==> config.mk <==
export PLATFORM = sky130hd
export DESIGN_NAME = cdc_sync_filt
export DESIGN_NICKNAME = d
export VERILOG_FILES = /design/src/rtl/cdc_sync_filt.sv
export SDC_FILE = /design/constraint.sdc
export NUM_CORES = 1
export LEC_CHECK = 0
export ABC_AREA = 1
export CORE_ASPECT_RATIO = 1.4
export CORE_MARGIN = 3
export CORE_UTILIZATION = 41
export DETAILED_ROUTE_END_ITERATION = 16
export PLACE_DENSITY = 0.75
export SLEW_MARGIN = 40
export SYNTH_ARGS = -nofsm -noshare
export SYNTH_HDL_FRONTEND = slang
export SYNTH_SLANG_ARGS = --single-unit
export TNS_END_PERCENT = 1
==> constraint.sdc <==
create_clock -name CLK -period 0.8 [get_ports CLK]
set_input_delay 0.16 -clock CLK [delete_from_list [all_inputs] [get_ports CLK]]
set_output_delay 0.16 -clock CLK [all_outputs]
set_load 0.01 [all_outputs]
==> src/rtl/cdc_sync_filt.sv <==
// Multi-channel N-stage level synchronizer with optional stability filter and rise/fall pulses.
// Latency: STAGES edges (FILT=0) or STAGES+FILT edges; CE=0 freezes all state and clears pulses.
// No backpressure: free-running level path, every channel independent.
module cdc_sync_filt #(
    parameter int             W       = 8,
    parameter int             STAGES  = 2,
    parameter int             FILT    = 0,
    parameter logic [W-1:0]   RST_VAL = '0
) (
    input  logic         CLK,
    input  logic         RST,
    input  logic         CE,
    input  logic [W-1:0] D,
    output logic [W-1:0] Q,
    output logic [W-1:0] RISE,
    output logic [W-1:0] FALL
);

    if (STAGES < 2 || STAGES > 4) begin : g_bad_stages
        $error("cdc_sync_filt: STAGES must be 2..4");
    end
    if (FILT < 0 || FILT > 255) begin : g_bad_filt
        $error("cdc_sync_filt: FILT must be 0..255");
    end

    // Only s[0] sees the asynchronous input; stages are plain flop-to-flop.
    logic [W-1:0] s [STAGES];
    logic [W-1:0] syn;

    assign syn = s[STAGES-1];

    always_ff @(posedge CLK) begin
        if (RST) begin
            for (int k = 0; k < STAGES; k++) s[k] <= RST_VAL;
        end else if (CE) begin
            s[0] <= D;
            for (int k = 1; k < STAGES; k++) s[k] <= s[k-1];
        end
    end

    if (FILT == 0) begin : g_bypass
        logic [W-1:0] rise_r, fall_r;

        // Look one stage ahead so the pulse lands in the same cycle syn changes.
        always_ff @(posedge CLK) begin
            if (RST || !CE) begin
                rise_r <= '0;
                fall_r <= '0;
            end else begin
                rise_r <= s[STAGES-2] & ~syn;
                fall_r <= ~s[STAGES-2] & syn;
            end
        end

        assign Q    = syn;
        assign RISE = rise_r;
        assign FALL = fall_r;
    end else begin : g_filt
        localparam int            CW   = $clog2(FILT + 1);
        localparam logic [CW-1:0] LAST = CW'(FILT - 1);

        logic [CW-1:0] cnt [W];
        logic [W-1:0]  q_r, rise_r, fall_r, diff, upd;

        assign diff = syn ^ q_r;

        always_comb begin
            upd = '0;
            for (int i = 0; i < W; i++) upd[i] = diff[i] && (cnt[i] == LAST);
        end

        always_ff @(posedge CLK) begin
            if (RST) begin
                q_r    <= RST_VAL;
                rise_r <= '0;
                fall_r <= '0;
                for (int i = 0; i < W; i++) cnt[i] <= '0;
            end else if (CE) begin
                for (int i = 0; i < W; i++) begin
                    if (!diff[i] || upd[i]) cnt[i] <= '0;
                    else                    cnt[i] <= cnt[i] + 1'b1;
                end
                q_r    <= q_r ^ upd;
                rise_r <= upd & syn;
                fall_r <= upd & ~syn;
            end else begin
                rise_r <= '0;
                fall_r <= '0;
            end
        end

        assign Q    = q_r;
        assign RISE = rise_r;
        assign FALL = fall_r;
    end

endmodule

* Word-level counts from Yosys, hierarchy flattened *
Memory sizes are Yosys's and may differ from the RTL's.
Cells that the tools add are included.

word-level totals
  register bits = 16
  bits in writable memories = 16
  memories = 1

cells by class
  muxes and demuxes = 7
  bitwise operators = 6
  reduce and logical (&&, ||, !) cells = 2

memory list
  name  words  bits a word  rd ports  clocked after Yosys merged registers in  wr ports  RTL line  source
  s     2      8            2         0                                        2         27        logic [W-1:0] s [STAGES];

operator list
  kind                number
  $and A8 B8 Y8       2
  $mux W8             2
  $not A8 Y8          2
  $mux W1             5
  $or A1 B1 Y1        2
  $logic_not A1 Y1    1
  $logic_or A1 B1 Y1  1

* Depth between registers and ports, before layout *
  word-level depth = 4
  gate-level depth with buffers = 4

* Worst setup path before layout *
No wires, ideal clock.

  path type = input to register
  start point = input RST
  end point = memory s[0][0], enable pin
  setup time = 0.291 ns
  data arrival time = 0.571 ns
  slack = -0.062 ns
  stages = 1
  cell sequence = or2_2

RTL lines
  what         RTL line  source
  from (decl)  11        input logic RST,
  to (decl)    27

==> out/results.ini <==
[detailed_routing]
drc_errors=0
first_pass_iters=4
wl_mm=2.07
vias=829
via_per_inst=4.12
antenna_left=0
wl_per_cell_um=10.3
drt_iter0_drc=19

[cts]
ctsHoldBuffers=0
insertion_delay_ns=0.32
cts_buffer_depth=2
root_buffer=clkbuf_4
cts.clk_slew.worst_paths_ns=0.09
cts_tree=done
cts_sinks=32
numCtsBuffers=5
htreeDepth=2

[setup_path]
cp_cell_sequence=buf_2
path_delay_family=flip-flops
cpPeakStageDelay_ns=0.41
worst-path-buf-inv=1
critPathMaxFanout=2
critPathKind=reg2out
cp-startpoint=s[0][8]$_SDFFCE_PN0P_
worstReg2RegStart=s[0][8]$_SDFFCE_PN0P_
start_kind=register
slowest_stage=edfxtp_1
crit_required_ns=0.64
cp-end-kind=output port
cp.arrival_ns=0.89

[timing]
fin_crit_ns=1.05
fin_ws_ns=-0.250
max_freq_ghz=0.952
relSlewSlack_pct=84.8
hold_violations=0
rsz0062_at_grt=yes
min_period_over_period_pct=131
worstMarginPinSlew_ns=0.228
finalSetupViolCount=26
worst_clock_skew_ns=0.000609
drv_slew=0
finalSetupTns_ns=-3.87

[final_layout]
final_common_cell=nor2_1
multi_input_area_um2=200
seqCellArea_um2=807
postLayoutCoreUtil_pct=59.0
nFillCells=270
nNetsFinal=175
area_growth_pct=34.6
layout-drive-gt1-share_pct=35.8
insertedDiodeCount=0
most-common-layout-cells=nor2_1 (31), inv_1 (21), buf_2 (19)

[grt]
grt_max_degree=27
antenna_found_initial=0
grt_first_pass_wirelength_mm=3.64
grt_overflow=0
grt_usage_pct=14.1
first_global_vias=865

[floorplanning]
chipWidth_um=51.4
core_area_um2=2700
row_count=22
die_area_um2=3570
initial_utilization_pct=43.8
io_pins=35
chipHeight_um=69.5

[yosys]
syn_area_per_cell_um2=10.0
yosysSeqAreaShare_pct=67.8
synth_cells=118
synth.area.top_cells=edfxtp_1 (41%), dfxtp_1 (27%), nor2_1 (10%), inv_1 (7.9%), buf_4 (5.1%)
synth_fp_nets=129
netlist_area_um2=1180
ys_warn_count=0
synth_cell_types=9
synth.top_cell.area_share_pct=40.7
synth_area_leader_cell=edfxtp_1
ys_ff_latch=32

[placement]
gp_congestion=0.631
hpwl_mm=1.53
portBuffers=34

[worst_hold_path]
hp-start=CE
hp-class=in2reg

[power]
leakage_nw=0.775
finalPower_mw=3.12
ir_worst_vdd_uv=1250
power_density_nw_per_um2=1960

[run_status]
status=finished with violations
failed_checks=negative setup slack

[run]
cap_violations=0

state kept, by name (all words and copies together) (netlist names):
signal	count
RISE	8
FALL	8
s	16
timing repair:
action / 4_1_cts / 5_1_grt
gates resized for setup: 102 / 13
pin swaps: 1 / 1
setup buffers: 1 / 0
endpoints found under the setup margin: 69 / 36
cell usage after synthesis:
cell	n
buf_4	8
buf_6	3
dfxtp_1	16
edfxtp_1	16
inv_1	25
nand2_1	16
nand2_2	1
nor2_1	32
or2_2	1
logic make-up after synthesis:
| logic type | count (synthesis) | synth area share, % |
|---|---|---|
| buffers and inverters | 36 | 15.9 |
| AND/OR/NAND/NOR | 50 | 16.3 |
| flip-flops | 32 | 67.8 |
path summary, 6_finish.rpt:
check | end | cells after the start | slack [ns]
worst max-delay path | Q[0] | 1 | -0.25
worst min-delay path | FALL[5]$_SDFF_PP0_ | 4 | 0.42
worst max register to register | RISE[0]$_SDFF_PP0_ | 5 | -0.08
worst min register to register | RISE[6]$_SDFF_PP0_ | 2 | 0.50
through the flow:
step                setup slack, ns  cells  hold slack, ns  area [um2]
finish                       -0.250    201           0.416        1590
global route                 -0.313    201           0.419        1590
CTS                          -0.278    201           0.402        1560
detailed placement           -0.461    192           0.481        1600
global placement             -0.425    192           0.474        1600
floorplan                    0.0665    118           0.361        1180
layout make-up:
type / instances / area share [%]
flip-flops and latches: 32 / 50.7
repair buffers: 50 / 24.2
multi-input cells: 50 / 12.6
inverters: 25 / 5.90
clock buffers: 8 / 3.70
well taps: 36 / 2.83
power by group:
| group | internal (mW) | switching, mW | total (mW) |
|---|---|---|---|
| Sequential | 1.81 | 0.0377 | 1.84 |
| Clock | 0.433 | 0.503 | 0.936 |
| Combinational | 0.178 | 0.164 | 0.342 |
layer usage:
| layer | vias to the layer above | part of all wire, % | global-route usage [%] |
|---|---|---|---|
| met4 | 0 | 3.2 | 8.75 |
| met1 | 368 | 36 | 12.1 |
| met5 | - | 0 | 0 |
| li1 | 429 | - | - |
| met2 | 26 | 54 | 25.6 |
| met3 | 6 | 6.9 | 5.38 |
Note: power is estimated with default switching activity, not from simulation.
